**src/rtl/fft_pkg.sv**
```systemverilog
// Shared types and size limits for the FFT sequencing controller.
// Enum for the controller FSM plus default counter widths.
package fft_pkg;

   localparam int FFT_MIN_LOG2N = 3;
   localparam int FFT_MAX_LOG2N = 10;

   typedef enum logic [2:0] {
      S_IDLE,
      S_LOAD,
      S_COMPUTE,
      S_READ,
      S_DONE
   } fft_state_e;

   typedef logic [FFT_MAX_LOG2N-1:0]         fft_addr_t;
   typedef logic [FFT_MAX_LOG2N-2:0]         fft_bidx_t;
   typedef logic [$clog2(FFT_MAX_LOG2N)-1:0] fft_stage_t;
   typedef logic [$clog2(FFT_MAX_LOG2N+1)-1:0] fft_len_t;

endpackage

```
**src/rtl/fft_bitrev.sv**
```systemverilog
// Reverses the low len_i bits of in_i; bits at or above len_i read as zero.
// Used to scatter input samples into bit-reversed memory order.
module fft_bitrev #(
   parameter int W  = 10,
   parameter int LW = 4
) (
   input  logic [W-1:0]  in_i,
   input  logic [LW-1:0] len_i,
   output logic [W-1:0]  out_o
);

   always_comb begin
      out_o = '0;
      for (int i = 0; i < W; i++) begin
         for (int j = 0; j < W; j++) begin
            if (i + j + 1 == int'(len_i)) out_o[i] = in_i[j];
         end
      end
   end

endmodule

```
**src/rtl/fft_seq_ctrl.sv**
```systemverilog
// Sequencer for an in-place radix-2 FFT: load, butterfly issue, read-out.
// Addresses and indices are driven only in their own phase, zero otherwise.
module fft_seq_ctrl
   import fft_pkg::*;
#(
   parameter int MAX_LOG2N = FFT_MAX_LOG2N,
   parameter int MIN_LOG2N = FFT_MIN_LOG2N
) (
   input  logic                           clk_i,
   input  logic                           rst_ni,
   input  logic                           start_i,
   input  logic [$clog2(MAX_LOG2N+1)-1:0] log2n_i,
   input  logic                           abort_i,
   input  logic                           sample_valid_i,
   input  logic                           bfly_ready_i,
   input  logic                           rd_ready_i,
   output logic                           wr_mem_o,
   output logic [MAX_LOG2N-1:0]           wr_addr_o,
   output logic                           bfly_valid_o,
   output logic [$clog2(MAX_LOG2N)-1:0]   stage_o,
   output logic [MAX_LOG2N-2:0]           bfly_idx_o,
   output logic                           rd_en_o,
   output logic [MAX_LOG2N-1:0]           rd_addr_o,
   output logic                           done_o,
   output logic                           busy_o,
   output logic                           err_o
);

   localparam int AW = MAX_LOG2N;
   localparam int IW = MAX_LOG2N - 1;
   localparam int SW = $clog2(MAX_LOG2N);
   localparam int LW = $clog2(MAX_LOG2N + 1);

   fft_state_e    state_q, state_d;
   logic [LW-1:0] len_q;
   logic [AW-1:0] samp_cnt_q;
   logic [AW-1:0] rd_cnt_q;
   logic [IW-1:0] idx_q;
   logic [SW-1:0] stage_q;
   logic          err_q;

   logic          start_ok, err_d, clr;
   logic          ld_fire, iss_fire, rd_fire;
   logic          in_range, last_stage;
   logic [AW-1:0] n_m1;
   logic [IW-1:0] half_m1;
   logic [AW-1:0] rev_addr;

   // Shifting by len_q == AW yields zero, so n_m1 becomes all ones.
   assign n_m1       = ~({AW{1'b1}} << len_q);
   assign half_m1    = n_m1[AW-1:1];
   assign last_stage = (int'(stage_q) + 1 == int'(len_q));
   assign in_range   = (int'(log2n_i) >= MIN_LOG2N)
                    && (int'(log2n_i) <= MAX_LOG2N);
   assign err_o      = err_q;

   fft_bitrev #(
      .W  (AW),
      .LW (LW)
   ) u_bitrev (
      .in_i  (samp_cnt_q),
      .len_i (len_q),
      .out_o (rev_addr)
   );

   always_comb begin
      state_d      = state_q;
      start_ok     = 1'b0;
      err_d        = 1'b0;
      clr          = 1'b0;
      ld_fire      = 1'b0;
      iss_fire     = 1'b0;
      rd_fire      = 1'b0;
      wr_mem_o     = 1'b0;
      wr_addr_o    = '0;
      bfly_valid_o = 1'b0;
      stage_o      = '0;
      bfly_idx_o   = '0;
      rd_en_o      = 1'b0;
      rd_addr_o    = '0;
      done_o       = 1'b0;
      busy_o       = 1'b0;
      case (state_q)
         S_IDLE: begin
            if (start_i) begin
               if (in_range) begin
                  start_ok = 1'b1;
                  clr      = 1'b1;
                  state_d  = S_LOAD;
               end else begin
                  err_d = 1'b1;
               end
            end
         end
         S_LOAD: begin
            busy_o    = 1'b1;
            wr_mem_o  = sample_valid_i;
            wr_addr_o = rev_addr;
            ld_fire   = sample_valid_i;
            if (ld_fire && samp_cnt_q == n_m1) state_d = S_COMPUTE;
         end
         S_COMPUTE: begin
            busy_o       = 1'b1;
            bfly_valid_o = 1'b1;
            stage_o      = stage_q;
            bfly_idx_o   = idx_q;
            iss_fire     = bfly_ready_i;
            if (iss_fire && last_stage && idx_q == half_m1)
               state_d = S_READ;
         end
         S_READ: begin
            busy_o    = 1'b1;
            rd_en_o   = 1'b1;
            rd_addr_o = rd_cnt_q;
            rd_fire   = rd_ready_i;
            if (rd_fire && rd_cnt_q == n_m1) state_d = S_DONE;
         end
         S_DONE: begin
            done_o  = 1'b1;
            clr     = 1'b1;
            state_d = S_IDLE;
         end
         default: state_d = S_IDLE;
      endcase
      // Abort overrides every other event, including the done pulse.
      if (abort_i) begin
         state_d  = S_IDLE;
         clr      = 1'b1;
         start_ok = 1'b0;
         err_d    = 1'b0;
         ld_fire  = 1'b0;
         iss_fire = 1'b0;
         rd_fire  = 1'b0;
         done_o   = 1'b0;
      end
   end

   always_ff @(posedge clk_i or negedge rst_ni) begin
      if (!rst_ni) begin
         state_q <= S_IDLE;
         err_q   <= 1'b0;
      end else begin
         state_q <= state_d;
         err_q   <= err_d;
      end
   end

   always_ff @(posedge clk_i or negedge rst_ni) begin
      if (!rst_ni) begin
         len_q      <= LW'(MIN_LOG2N);
         samp_cnt_q <= '0;
         rd_cnt_q   <= '0;
         idx_q      <= '0;
         stage_q    <= '0;
      end else begin
         if (start_ok) len_q <= log2n_i;
         if (clr) begin
            samp_cnt_q <= '0;
            rd_cnt_q   <= '0;
            idx_q      <= '0;
            stage_q    <= '0;
         end else begin
            if (ld_fire) samp_cnt_q <= samp_cnt_q + 1'b1;
            if (iss_fire) begin
               if (idx_q == half_m1) begin
                  idx_q   <= '0;
                  stage_q <= stage_q + 1'b1;
               end else begin
                  idx_q <= idx_q + 1'b1;
               end
            end
            if (rd_fire) rd_cnt_q <= rd_cnt_q + 1'b1;
         end
      end
   end

endmodule

```
**config.mk**
```make
export PLATFORM = sky130hd
export DESIGN_NAME = fft_seq_ctrl
export DESIGN_NICKNAME = d
export VERILOG_FILES = /design/src/rtl/fft_pkg.sv /design/src/rtl/fft_bitrev.sv /design/src/rtl/fft_seq_ctrl.sv
export SDC_FILE = /design/constraint.sdc
export NUM_CORES = 1
export LEC_CHECK = 0
export ABC_CLOCK_PERIOD_IN_PS = 2300
export CAP_MARGIN = 5
export CORE_AREA = 2 2 139 87
export CTS_CLUSTER_SIZE = 40
export DETAILED_ROUTE_END_ITERATION = 10
export DIE_AREA = 0 0 141 89
export PLACE_DENSITY = 0.55
export SLEW_MARGIN = 40
export SYNTH_ARGS = -nofsm -noshare
export SYNTH_HDL_FRONTEND = slang
export SYNTH_SLANG_ARGS = --single-unit
```
**constraint.sdc**
```tcl
create_clock -name clk_i -period 2.3 [get_ports clk_i]
set_input_delay 0.46 -clock clk_i [delete_from_list [all_inputs] [get_ports clk_i]]
set_output_delay 0.46 -clock clk_i [all_outputs]
set_load 0.005 [all_outputs]
```
# After elaboration in Yosys (flattened, before gate mapping)

Index checks and enable logic that the tools add are counted.

Bits in registers: 41
Bits of input ports: 11
Logic and storage cells: 189

Add/sub/neg operators: 5
Magnitude comparators: 2
Equality and inequality tests: 28
Shifts and indexed selects: 1
Multiplexer cells: 132
Bitwise gates (word level): 1
Reduce and logical (&&, ||, !) cells: 13

Operators by type and width:

| cell                    | number |
|---|---|
| $mux W1                 | 110 |
| $mux W10                | 6 |
| $mux W9                 | 4 |
| $eq A4 B4 Y1 const A    | 8 |
| $add A10 B1 Y10 const B | 2 |
| $eq A10 B10 Y1          | 2 |
| $mux W3                 | 6 |
| $eq A3 B4 Y1 const A    | 4 |
| $mux W4                 | 4 |
| $ne A3 B3 Y1 const B    | 5 |
| $pmux W3 S4             | 1 |
| $not A10 Y10            | 1 |
| $shl A10 B4 Y10 const A | 1 |
| $add A9 B1 Y9 const B   | 1 |
| $eq A9 B9 Y1            | 1 |
| $eq A2 B4 Y1 const A    | 2 |
| $reduce_bool A2 Y1      | 4 |
| $eq A3 B2 Y1 const B    | 2 |
| $add A4 B1 Y5 const B   | 1 |
| $eq A5 B4 Y1            | 1 |
| $logic_and A1 B1 Y1     | 5 |
| $reduce_and A5 Y1       | 1 |
| $add A4 B1 Y4 const B   | 1 |
| $eq A1 B4 Y1 const A    | 1 |
| other kinds (8)         | 8 |

# Logic depth before layout (Yosys ltp)

Word-level depth: 12
Mapped depth: 10
Depth with buffers taken out: 7

# By module

From an unflattened synthesis, not the netlist that was laid out.

Cell total of the unflattened synthesis: 488
Area total of the unflattened synthesis: 3958.8 um2

By module, submodules not included:

| module       | times used | cells an instance | area an instance (um2) | sequential area each (um2) |
|---|---|---|---|---|
| fft_seq_ctrl | 1          | 351               | 2980.4                 | 1028.5 |
| fft_bitrev   | 1          | 137               | 978.4                  | 0.0 |

# Worst setup path before layout

Ideal clock, no wire load.

Path type: register to output
From: register len_q[0]
To: output port wr_addr_o[3]
Arrival time: 1918 ps
Data required time: 1840 ps
Path slack: -78 ps
Cell stages (with the launch flop): 10
Path buffers: 3
Path through: dfstp_2 -> buf_6 -> buf_2 -> buf_2 -> mux2i_1 -> o22ai_1 -> a221oi_1 -> a31oi_1 -> o22ai_1 -> a31oi_1

Cells in the longest elaborated chain, start to end: 12
Elaborated cells between the ends (all ways): 21
Those cells by class: eq/ne (10); mux (11)

Ends and longest elaborated chain:

| element                | line                | RTL |
|---|---|---|
| from (decl)            | fft_seq_ctrl.sv:35  | `logic [LW-1:0] len_q;` |
| from (signal assigned) | fft_seq_ctrl.sv:150 | `len_q <= LW'(MIN_LOG2N);` |
| from (signal assigned) | fft_seq_ctrl.sv:156 | `if (start_ok) len_q <= log2n_i;` |
| $eq A4 B4 Y1           | fft_bitrev.sv:16    | `if (i + j + 1 == int'(len_i)) out_o[i] = in_i[j];` |
| $mux W1 (9 in a row)   | fft_bitrev.sv:16    |  |
| $mux W1 (*)            | fft_bitrev.sv:16    |  |
| $mux W10 (*)           | fft_seq_ctrl.sv:83  | `case (state_q)` |
| to (decl)              | fft_seq_ctrl.sv:18  | `output logic [MAX_LOG2N-1:0] wr_addr_o,` |

Every way passes the cells marked *; elsewhere a longest branch is shown, timed or not.

# Worst setup path in the final report

From: register len_q[0]
To: register state_q[0]

Cells in the longest elaborated chain, start to end: 6
Elaborated cells between the ends (all ways): 14
Those cells by class: eq/ne (7); shift (1); bitwise (1); reduce/logical (5)

Ends and longest elaborated chain:

| element                                      | line                                                          | RTL |
|---|---|---|
| $shl A10 B4 Y10                              | fft_seq_ctrl.sv:50                                            | `assign n_m1 = ~({AW{1'b1}} << len_q);` |
| $not A10 Y10                                 | fft_seq_ctrl.sv:50                                            |  |
| $eq A10 B10 Y1, or another cell as far along | fft_seq_ctrl.sv:116                                           | `if (rd_fire && rd_cnt_q == n_m1) state_d = S_DONE;` |
| $logic_and A1 B1 Y1 (on tied branches)       | fft_seq_ctrl.sv:116, fft_seq_ctrl.sv:100, fft_seq_ctrl.sv:108 |  |
| $ne A3 B3 Y1 (no line)                       | --                                                            |  |
| $reduce_and A5 Y1 (no line) (*)              | --                                                            |  |
| to (signal assigned)                         | fft_seq_ctrl.sv:143                                           | `state_q <= state_d;` |
| to (decl)                                    | fft_seq_ctrl.sv:34                                            | `fft_state_e state_q, state_d;` |

Marked as above.
A chain may end at the register's enable or synchronous reset.

==> run metrics <==
synth warn=0; Netlist cell types=81; Post-Syn Area=0.00388 mm^2; crit share post-route=1.15; number of global-route vias before repair=4276; failing checks=negative setup slack; Reg clk slew, reported paths=70 ps; initial DRC count=430; final std cells w/o fill=809; Leak=0.00274 uW; worst rel slew slack=0.597; total grt overflow=0; Global Route Usage Sum=0.245; Synth Flop Type=dfrtp_1; crit path DAT=2830 ps; Initial Util=0.348; Syn-to-layout area delta=58.1%; total CTS buffers=5; area share of the largest cell type after synthesis=0.252; Die X=141 um; Placer Congestion=0.908; setup ws final=-354 ps; HP Class=input pin to asynchronous set/reset pin; minimum clock period=2650 ps; Simple-Gate Fraction of Synth Area=0.322; Post-DRT Antenna Nets=0; async set-or-reset flop fraction in the synthesized netlist=1.00; Clock Skews=6.32 ps; total negative setup slack=-4340 ps; final setup violation count=23; mux cell area share after synthesis=0.0310; nets=678; DRC Markers=0; critical path startpoint category=register; CTS Buffer Depth=2; Adder-Cell Fraction of Synth Area=0.0129; Yosys reg bits=41; peak supply drop=0.543 mV; Post-synth EDFFs=0; fin util=0.550; CTS root buffer=clkbuf_16; Core Region=0.0111 mm^2; IO Count=50; antenna violations before repair=0; share of cells above drive strength 1=0.408; final hold viol count=0; # rows=30; Mapped Nets=509; Worst Path Max Fanout=11; post-placement cell count=754; pwr dens=874 mW/mm^2; status=finished, violations left; post-layout instance area=0.00613 mm^2; placed cell areas=0.00515 mm^2; die area=0.0125 mm^2; xor and xnor area share after synthesis=0.0655; WP data required=2480 ps; CTS H-tree depth=2; via count=4608; register area share after synthesis=0.265; CP Class=register to register; Synth Area in Compound Gates=0.223; Worst Max-Slew Pin Slew=605 ps; TritonCTS clock tree=built; die height=89 um; Fmax=0.377 GHz; crit end category=register; WL per Instance=19.2 um; first-pass GRT wire length=23800 um; count leader, synth=nor2_1; RSZ-0062 raised after global routing=yes; clock sinks=41; max-slew violations=0; Synth area leaders=dfrtp_1 25%, nor2_1 5.4%, nand2_1 4.7%; syn avg cell area=7.85 um^2; vias per inst=5.70; Commonest cells post-synth=56 x nor2_1, 49 x nand2_1, 39 x dfrtp_1; dpl hpwl=10400 um; Mapped Cells=494; # hold bufs at CTS=0; Clock Latency Late Sink=290 ps; Port Buf Inserts=49; first-pass iteration count of the detailed router=5; Synth area leader=dfrtp_1; largest net degree at the start of global routing=34; Total Routed Length=15600 um; largest family of logic cells by synthesized area=simple AND/OR/NAND/NOR gates; # Max-Cap Violations=0
-- report_power, final --
part	internal, uW	switching, uW	leakage, uW
Clock	542	312	0.0000831
Combinational	1870	1760	0.00210
Sequential	784	97.5	0.000559
Total	3190	2170	0.00274
-- kinds of logic after synthesis --
logic type / Yosys count
AOI/OAI and AO/OA: 121
xor gates and xnor gates: 29
adders and majority gates: 4
buffers and inverters: 55
DFF: 41
muxes: 11
and+or+nand+nor: 233
-- repair_timing --
item | in CTS | in global routing
setup buffers | 35 | 14
resized for setup | 142 | 53
cloned | 2 | 0
endpoints found under the setup margin | 51 | 30
pin swaps | 34 | 31
-- stage by stage --
stage	power (uW)	setup slack (ps)	hold slack, ps
after floorplan	2330	0.984	164
after detailed placement	3350	-404	503
after global placement	3360	-405	496
after CTS	4880	-336	190
final	5360	-354	175
after global routing	5620	-428	224
-- final cells by class --
class / count / area, um^2
inverters: 10 / 37.5
clock buffers: 6 / 139
well taps: 144 / 180
fillers: 999 / 5010
repair buffers: 206 / 1760
flip-flops and latches: 41 / 1030
clock inverters: 2 / 37.5
diodes: 1 / 2.50
multi-input cells: 399 / 2950
-- routing by layer --
metal | wire [um] | track usage
met2 | 6440 | 0.353
met5 | 0 | 0
met4 | 100 | 0.0245
met3 | 1360 | 0.0418
met1 | 7670 | 0.390
-- worst paths after layout --
path	endpoint	slack, ps	cells after the start	from
setup reg to reg	state_q[0]	-350	9	len_q[0]
max in group asynchronous	len_q[0]	1520	2	rst_ni
min in group clk_i	stage_q[1]	610	2	stage_q[1]
hold / removal	idx_q[2]	180	1	rst_ni
setup / recovery	state_q[0]	-350	9	len_q[0]
hold reg to reg	stage_q[1]	610	2	stage_q[1]
-- registers in the layout, indices dropped and copies added (netlist names) --
name and cells:
samp_cnt_q 10, rd_cnt_q 10, state_q 3, err_o 1, idx_q 9, stage_q 4
len_q 4
-- worst max-delay path, stage by stage, from the launching register on --
cell	delay, ps
dfstp_2	640
buf_4	160
buf_12	130
nand2_2	90
buf_4	150
nand3_1	80
o211ai_1	100
or4_4	600
a22o_4	290
mux2_4	290
-- cell usage in the layout, fill, tap and decap left out, types with 5 or more instances in the layout --
cell type	count
nand4_1	9
a21oi_1	17
and2_1	24
o21ai_0	16
buf_12	5
buf_4	127
nand2_1	40
o22ai_1	7
o211ai_1	6
a21oi_2	8
o21ai_1	7
dlygate4sd2_1	24
inv_1	8
xnor2_1	13
buf_2	11
clkbuf_16	5
nand2b_1	7
nand2_2	9
nand3_1	17
nor2_1	50
buf_6	22
or3_1	5
clkdlybuf4s50_1	11
dfrtp_1	37
nor3_1	12
and3_1	6
xor2_1	16
a31oi_1	6
Power figures use the tool's default switching activity.
